File: config.mk
export PLATFORM = sky130hd
export DESIGN_NAME = rbf16_coef_loader
export DESIGN_NICKNAME = d
export VERILOG_FILES = /design/src/rtl/rbf16_coef_loader.sv
export SDC_FILE = /design/constraint.sdc
export NUM_CORES = 1
export LEC_CHECK = 0
export ABC_CLOCK_PERIOD_IN_PS = 1270
export BUFFER_PORTS_ARGS = -buffer_cell sky130_fd_sc_hd__buf_4
export CAP_MARGIN = 0
export CORE_MARGIN = 4
export CORE_UTILIZATION = 41
export DETAILED_ROUTE_END_ITERATION = 8
export PLACE_DENSITY = 0.83
export SKIP_LAST_GASP = 1
export SYNTH_ARGS = -nofsm -noshare
export SYNTH_HDL_FRONTEND = slang
export SYNTH_SLANG_ARGS = --single-unit
export TNS_END_PERCENT = 30
File: constraint.sdc
create_clock -name clk -period 1.27 [get_ports clk]
set_clock_uncertainty 0.05 [all_clocks]
set_input_delay 0.254 -clock clk [delete_from_list [all_inputs] [get_ports clk]]
set_output_delay 0.254 -clock clk [all_outputs]
set_load 0.02 [all_outputs]
File: src/rtl/rbf16_coef_loader.sv
// rbf16_coef_loader: streams 32-bit coefficient words into the BF16 exp register-file write port
module rbf16_coef_loader #(
  parameter int NUM_IDX = 13,
  parameter int IDX_W   = 4
) (
  input  logic             clk,
  input  logic             rst,
  input  logic             start,
  input  logic             in_valid,
  input  logic [31:0]      in_data,
  output logic             in_ready,
  output logic             cfg_w_en,
  output logic             cfg_sgn,
  output logic [IDX_W-1:0] cfg_idx,
  output logic [15:0]      cfg_base,
  output logic [15:0]      cfg_offset,
  output logic             busy,
  output logic             done,
  output logic             table_valid
);
  typedef enum logic {IDLE, LOAD} state_t;
  state_t state, state_d;
  logic sgn_cnt;
  logic [IDX_W-1:0] idx_cnt;
  logic accept, take, last_idx, last;
  assign in_ready = state == LOAD;
  assign busy     = state == LOAD;
  assign accept   = in_valid & in_ready;
  assign take     = accept & ~start;
  assign last_idx = idx_cnt == IDX_W'(NUM_IDX - 1);
  assign last     = sgn_cnt & last_idx;
  always_comb begin
    state_d = start ? LOAD : (take && last) ? IDLE : state;
  end
  always_ff @(posedge clk) begin
    if (rst) begin
      state       <= IDLE;
      sgn_cnt     <= 1'b0;
      idx_cnt     <= '0;
      cfg_w_en    <= 1'b0;
      cfg_sgn     <= 1'b0;
      cfg_idx     <= '0;
      cfg_base    <= '0;
      cfg_offset  <= '0;
      done        <= 1'b0;
      table_valid <= 1'b0;
    end else begin
      state    <= state_d;
      cfg_w_en <= take;
      done     <= take & last;
      if (take) begin
        cfg_sgn    <= sgn_cnt;
        cfg_idx    <= idx_cnt;
        cfg_base   <= in_data[31:16];
        cfg_offset <= in_data[15:0];
      end
      // a restart wins over any handshake in the same cycle
      if (start) begin
        sgn_cnt     <= 1'b0;
        idx_cnt     <= '0;
        table_valid <= 1'b0;
      end else if (take) begin
        idx_cnt <= last_idx ? '0 : idx_cnt + 1'b1;
        sgn_cnt <= sgn_cnt ^ last_idx;
        if (last) table_valid <= 1'b1;
      end
    end
  end
endmodule

**After elaboration in Yosys (flattened, before gate mapping)**

Index checks and enable logic that the tools add are counted.

- Reductions and logical operators: 4
- Bitwise gates (word level): 6
- $add $sub $neg: 1
- Multiplexer cells: 3
- Equality and inequality tests: 1

Operators with widths:

| cell | number |
|---|---|
| $add A4 B1 Y4 const B | 1 |
| $and A1 B1 Y1 | 4 |
| $eq A4 B4 Y1 const B | 1 |
| $mux W4 | 1 |
| $mux W1 | 2 |
| $reduce_and A2 Y1 | 1 |
| $reduce_bool A2 Y1 | 1 |
| $reduce_or A2 Y1 | 1 |
| $logic_and A1 B1 Y1 | 1 |
| $not A1 Y1 | 1 |
| $xor A1 B1 Y1 | 1 |

- Register bits after elaboration: 46
- Logic and storage cells: 25
- Output and inout port bits: 42

**Longest topological paths before layout**

Gate-level depths: netlist of run 1.

- Depth in word-level cells: 5
- Gate-level depth with buffers: 7
- Depth with buffers taken out: 7

**Worst setup path after synthesis of run 1**

Ideal clock, no wire load.

- Path type: reg2reg
- Start: register idx_cnt[0]
- End: register idx_cnt[0]
- Period minus slack after synthesis: 1.371 ns
- Arrival: 1.251 ns
- Path slack: -0.101 ns
- Stages on the path, launching flop included: 6
- Buffers on the path: 0
- Path through: dfxtp_1 inv_1 ha_1 and3_4 or3_1 a21oi_1

- Cells in the longest elaborated chain, start to end: 2

RTL lines:

| what | line | source |
|---|---|---|
| start: declaration | 24 | `logic [IDX_W-1:0] idx_cnt;` |
| start signal: assignment | 63 | `idx_cnt <= last_idx ? '0 : idx_cnt + 1'b1;` |
| $add A4 B1 Y4 / $eq A4 B4 Y1 (equally long branches) | 63, 30 |  |
| $mux W4 (*) | 63 |  |

Every way passes the cells marked *; elsewhere a longest branch is shown, timed or not.
A chain may end at the register's enable or synchronous reset.

**Final worst setup path of run 1**

- Start: register idx_cnt[1]
- End: register idx_cnt[0]

- Cells in the longest elaborated chain, start to end: 2

RTL lines:

| what | line | source |
|---|---|---|
| $eq A4 B4 Y1 | 30 | `assign last_idx = idx_cnt == IDX_W'(NUM_IDX - 1);` |
| $mux W4 | 63 |  |

Every way passes these cells.

==> impl_metrics.yaml, run 1 <==
outcome:
  run_status: "finished with violations"
  violations: "setup timing"
synth:
  synth_cell_types: 22
  ys_top_cells_by_area: "dfxtp_1 (54%), nand2_1 (18%), a21oi_1 (13%), buf_6 (3.3%), ha_1 (2.2%)"
  synth_nets: 244
  synthMuxAreaShare_pct: 0
  synth-edff-count: 0
  synth_ff_type: "dfxtp_1"
  syn_area_per_cell_um2: 8.33
  ys_async_sr_fraction_pct: 0
  synth-xor-area-share_pct: 0
  synth_common_cells: "nand2_1 (81), dfxtp_1 (46), a21oi_1 (43)"
  synth_cells: 205
  synth_top_area_share_pct: 53.9
  yosysMostFrequentCell: "nand2_1"
  yosysSeqAreaShare_pct: 53.9
  yosysTopAreaCell: "dfxtp_1"
  synth-simple-area-share_pct: 21.8
  netlist_area_um2: 1710
  synth_compound_area_share_pct: 15.2
  ys_ff_latch: 46
  synth_top_family_by_area: "simple AND/OR/NAND/NOR gates"
  synth_fa_ha_area_share_pct: 2.20
  ys_warn_count: 0
sta:
  slew-limit-headroom_pct: 83.2
  grt_setup_unrepaired: "true"
  worstMarginPinSlew_ns: 0.252
  fmax_ghz: 0.752
  final_max_slew_viol_count: 0
  period_share_pct: 105
  worst_slack_ns: -0.0602
  hold_viol: 0
  period_needed_ns: 1.33
  setup_viol: 2
setup_path:
  critPathRequiredTime_ns: 1.44
  rr_startpoint: "idx_cnt[1]"
  reg2reg_slack_ns: -0.06
  r2r-end: "idx_cnt[0]"
  end_kind: "flop"
  worst-setup-path-type: "reg2reg"
  arrival_ns: 1.50
  critPathMaxFanout: 4
  rr_worst_depth: 5
  cp-start-kind: "flop"
drt:
  vias: 1625
  drt_iter0_drc: 87
  vias_per_cell: 4.82
  drtAntennaViolNets: 0
  route.detailed.drc: 0
  wire_per_inst_um: 12.3
  first_pass_iters: 4
  routed_wl_um: 4150
clock_network:
  hold_buffers: 0
  cts_sinks: 46
  clkTransAtPathRegs_ns: 0.08
  cts-buffers-inserted: 5
  cts_buffer_depth: 2
  cts_tree: "built"
  insertion_delay_ns: 0.29
  cts.root.buffer_cell: "clkbuf_8"
  htreeDepth: 2
floorplanning:
  core_area_um2: 4030
  dieHeight_um: 72.5
  start_util_pct: 42.4
  fp.dieW_um: 72.5
  rows: 23
  dieArea_um2: 5260
  top_level_ports: 78
power_and_ir_drop:
  finalPower_uw: 2820
  vdd_drop_max_v: 0.000712
  p_leak_uw: 0.00106
  power_density_nw_per_um2: 1130
final_layout:
  multi_input_area_um2: 709
  nFillCells: 385
  finalNetCount: 325
  area_delta_synth_final_pct: 45.7
  antennaDiodeCount: 0
  seqCellArea_um2: 927
  drive_gt1_share_pct: 38.0
min_path:
  hold_path_depth: 3
  hold_class: "in2reg"
  min_to: "cfg_base[6]"
  holdCritStartpoint: "in_data[22]"
placed_design:
  dpl.hpwl_um: 3040
  placement.io_buffers: 77
  gp_congestion: 0.742
  place_ws_ns: -0.0479
global_route:
  antenna_found_initial: 0
  grt_pass1_wl_um: 6560
  grt_pass1_vias: 1544
  grt_max_degree: 21
  overflow: 0
  grt_usage_pct: 15.7
run:
  cap_violations: 0
placed cells by master (no fill, tap or decap), types with 2 or more instances in the layout:
cell type  instances
buf_4             87
nand2_1           81
dfxtp_1           43
a21oi_1           41
clkbuf_8           5
nor2_1             3
inv_2              2
and2_1             2
dfxtp_2            2
clkbuf_1           2
buf_6              2
repair_timing:
action / 4_1_cts / 5_1_grt
resized for setup: 5 / 8
pin swaps: 4 / 4
endpoints found under the setup margin: 5 / 43
buffers inserted: 1 / 0
final cells by class:
type,instances,share of cell area (%)
clock buffers,7,3.07
flip-flops and latches,46,37.3
repair buffers,89,27.1
inverters,2,0.302
clock inverters,1,1.21
multi-input cells,142,28.5
well taps,50,2.51
through the flow:
step,setup TNS (ns),utilization (%),std cells,hold slack (ns),area (um2)
global route,-0.165,61.8,337,0.146,2490
floorplan,-0.0558,-,205,0.284,1710
global placement,-0.0147,57.7,328,0.392,2330
detailed placement,-0.163,57.7,328,0.397,2330
finish,-0.0618,61.8,337,0.154,2490
CTS,-0.135,60.8,337,0.149,2450
cells by family (layout without fill, tap and decap cells):
kind of cell	count (synthesis)	count (layout)
fa+ha+maj	3	3
simple gates	92	92
compound gates	47	47
flops	46	46
buf+inv	17	99
state kept, by name, summed over array words and instances, names as in the netlist:
register     cells
table_valid      1
cfg_sgn          1
cfg_offset      16
busy             1
cfg_idx          4
idx_cnt          4
done             1
cfg_base        16
sgn_cnt          1
cfg_w_en         1
critical path: stages (launching register included):
cell	delay, ns
dfxtp_2	0.34
inv_2	0.03
ha_2	0.16
and3_4	0.17
or3_4	0.38
a21oi_4	0.13
metal layers:
layer,up-vias,share of wire (%),global-route usage (%)
li1,825,-,-
met1,757,38,16.5
met2,38,54,29.9
met3,5,7.0,3.88
met4,0,0.97,5.53
met5,-,0,0
worst max-delay path by stage:
stage          startpoint    endpoint  slack [ns]  cells past startpoint
5_1_grt        idx_cnt[1]  idx_cnt[0]       -0.09                      5
3_5_place_dp   idx_cnt[0]        busy       -0.05                      7
6_report       idx_cnt[1]  idx_cnt[0]       -0.06                      5
3_3_place_gp   idx_cnt[0]  idx_cnt[0]       -0.01                      5
4_1_cts        idx_cnt[1]  idx_cnt[0]       -0.07                      5
2_1_floorplan  idx_cnt[0]  idx_cnt[0]       -0.04                      5
where the power goes:
part	internal, uW	total [uW]	switching (uW)
clock network	588	1030	445
registers	1470	1490	18.5
logic	148	296	148
Note: power is estimated with default switching activity, not from simulation.
==> inputs of run 2 (changes only) <==
Settings changed: ABC_AREA set to 1, PLACE_DENSITY 0.83 to 0.84.
==> run 2 against run 1 <==
The flow now finishes without violations. Critical path depth rose by 1. Core utilization rose by 5.1 points. Setup slack better by 0.063 ns. Via count rose by 0.37%. Synthesized cell count is 3.9% higher. Critical path type unchanged. Clock-buffer cell count unchanged. Power rose by 0.13%. Non-clock buffer count unchanged. Flip-flop and latch count unchanged.
==> impl_metrics.yaml, run 2 <==
final_layout:
  antennaDiodeCount: 0
  finalNetCount: 336
  postLayoutCoreUtil_pct: 66.9
  largest_registers: "cfg_base: 16 flops, cfg_offset: 16 flops"
  final_cell_mix: "buf_4 (83), nor2_1 (75), dfxtp_1 (43), o21ai_0 (38), nand2_1 (12)"
  layout.cells.most_common: "buf_4"
  nFillCells: 323
  drive_gt1_share_pct: 37.6
  area_delta_synth_final_pct: 52.4
setup_path:
  rr_startpoint: "busy"
  startpoint: "busy"
  arrival_ns: 1.40
  rr_worst_depth: 6
  cp-start-kind: "flop"
  end_kind: "flop"
  critPathRequiredTime_ns: 1.41
  reg2reg_slack_ns: 0.003
  critPathMaxFanout: 14
  r2r-end: "cfg_base[0]"
  worstSetupEndpoint: "cfg_base[0]"
  worst-setup-path-type: "reg2reg"
placed_design:
  gp_congestion: 0.758
  dpl.hpwl_um: 3020
  placement.io_buffers: 77
synth:
  ys_async_sr_fraction_pct: 0
  synth_cells: 213
  synth_nets: 252
  ys_top_cells_by_area: "dfxtp_1 (55%), nor2_1 (18%), o21ai_0 (11%), nand2_1 (2.9%), ha_1 (2.3%)"
  synth_ff_type: "dfxtp_1"
  ys_ff_latch: 46
  yosysSeqAreaShare_pct: 55.3
  synth_cell_types: 16
  netlist_area_um2: 1670
  synth_top_area_share_pct: 55.3
  syn_area_per_cell_um2: 7.82
  yosysMostFrequentCell: "nor2_1"
  ys_warn_count: 0
  synth-edff-count: 0
  yosysTopAreaCell: "dfxtp_1"
  synth_common_cells: "nor2_1 (79), dfxtp_1 (46), o21ai_0 (38)"
drt:
  vias: 1631
  drt_iter0_drc: 96
  route.detailed.drc: 0
  wire_per_inst_um: 12.6
  routed_wl_um: 4360
  first_pass_iters: 4
  vias_per_cell: 4.71
  drtAntennaViolNets: 0
power_and_ir_drop:
  vdd_drop_max_v: 0.000674
  power_density_nw_per_um2: 1110
  p_leak_uw: 0.00126
floorplanning:
  top_level_ports: 78
  dieArea_um2: 5150
  dieHeight_um: 71.8
  fp.dieW_um: 71.8
  start_util_pct: 43.9
  core_area_um2: 3800
  rows: 22
clock_network:
  clkTransAtPathRegs_ns: 0.08
  cts_sinks: 46
  cts-buffers-inserted: 5
  insertion_delay_ns: 0.29
  hold_buffers: 0
  cts_buffer_depth: 2
  cts_tree: "built"
  htreeDepth: 2
  cts.root.buffer_cell: "clkbuf_8"
sta:
  hold_viol: 0
  fin_setup_tns_ns: 0
  final_max_slew_viol_count: 0
  setup_viol: 0
  fin_hold_ws_ns: 0.0867
  slew-limit-headroom_pct: 81.1
  period_needed_ns: 1.27
  grt_setup_unrepaired: "true"
  fmax_ghz: 0.789
  worstMarginPinSlew_ns: 0.281
  period_share_pct: 99.8
global_route:
  grt_pass1_wl_um: 6730
  overflow: 0
  grt_max_degree: 31
  grt_usage_pct: 16.5
  antenna_found_initial: 0
  grt_pass1_vias: 1538
min_path:
  hold_class: "in2reg"
outcome:
  run_status: "finished clean"
run:
  cap_violations: 0
run 2: changes by cell type after synthesis, sizes merged, moves of 2 or more:
cell    change
nor2       +77
a21oi      -38
inv         +9
nand3       +3
clkbuf      +3
and2        -2
o21ai      +38
nand2      -67
buf         -6
run 2: worst min path at each step:
stage	from	endpoint	depth (start not counted)
6_report	rst	cfg_idx[0]	2
5_1_grt	rst	cfg_idx[0]	2
4_1_cts	rst	cfg_idx[0]	2
3_5_place_dp	rst	cfg_idx[0]	2
3_3_place_gp	rst	cfg_idx[0]	2
2_1_floorplan	rst	cfg_idx[0]	1
run 2: repair_timing:
action | in CTS | in global routing
gates cloned | 0 | 1
buffers inserted | 0 | 4
pin swaps | 0 | 4
resized for setup | 3 | 19
setup endpoints to repair | 1 | 30
run 2: cell type report:
| type | instances | area, um2 | area share, % |
|---|---|---|---|
| sequential | 46 | 927 | 36.5 |
| timing repair buffer | 89 | 739 | 29.1 |
| multi-input combinational | 144 | 676 | 26.6 |
| clock buffer | 7 | 86.3 | 3.40 |
| tap | 48 | 60.1 | 2.36 |
| inverter | 11 | 46.3 | 1.82 |
| clock inverter | 1 | 5.00 | 0.197 |
run 2: worst max-delay path, stage by stage (launching register included):
cell and delay [ns]:
dfxtp_4 0.37, nand2_4 0.06, nor2_4 0.21, clkinv_4 0.13, clkbuf_16 0.19, nor2_1 0.09
nor2_1 0.05
run 2: cells by family after synthesis:
| logic type | Yosys count | synth area share (%) |
|---|---|---|
| buffers and inverters | 23 | 6.46 |
| AO/OA/AOI/OAI | 44 | 13.4 |
| AND/OR/NAND/NOR | 97 | 22.7 |
| flip-flops | 46 | 55.3 |
| adder cells (fa/ha/maj) | 3 | 2.25 |
run 2: metrics by stage:
step,std cells,total power (uW),setup slack (ns),area (um2)
after detailed placement,334,1930,-0.00428,2320
after global placement,334,1930,0.0437,2320
after floorplan,213,1720,0.00308,1670
after global routing,346,2940,-0.0554,2540
final,346,2820,0.00259,2540
after CTS,342,2830,0.00180,2420
run 2: report_power, final:
group / internal (uW) / switching (uW) / leakage, uW
combinational: 203 / 202 / 0.000837
clock: 439 / 454 / 0.0000482
sequential: 1500 / 28.6 / 0.000376
run 2: per-layer routing:
metal | vias up | wire length, um | track usage (%)
met5 | - | 0 | 0
met4 | 0 | 102 | 8.14
met3 | 9 | 332 | 5.47
met2 | 52 | 2240 | 28.6
met1 | 734 | 1690 | 17.9
li1 | 836 | - | -
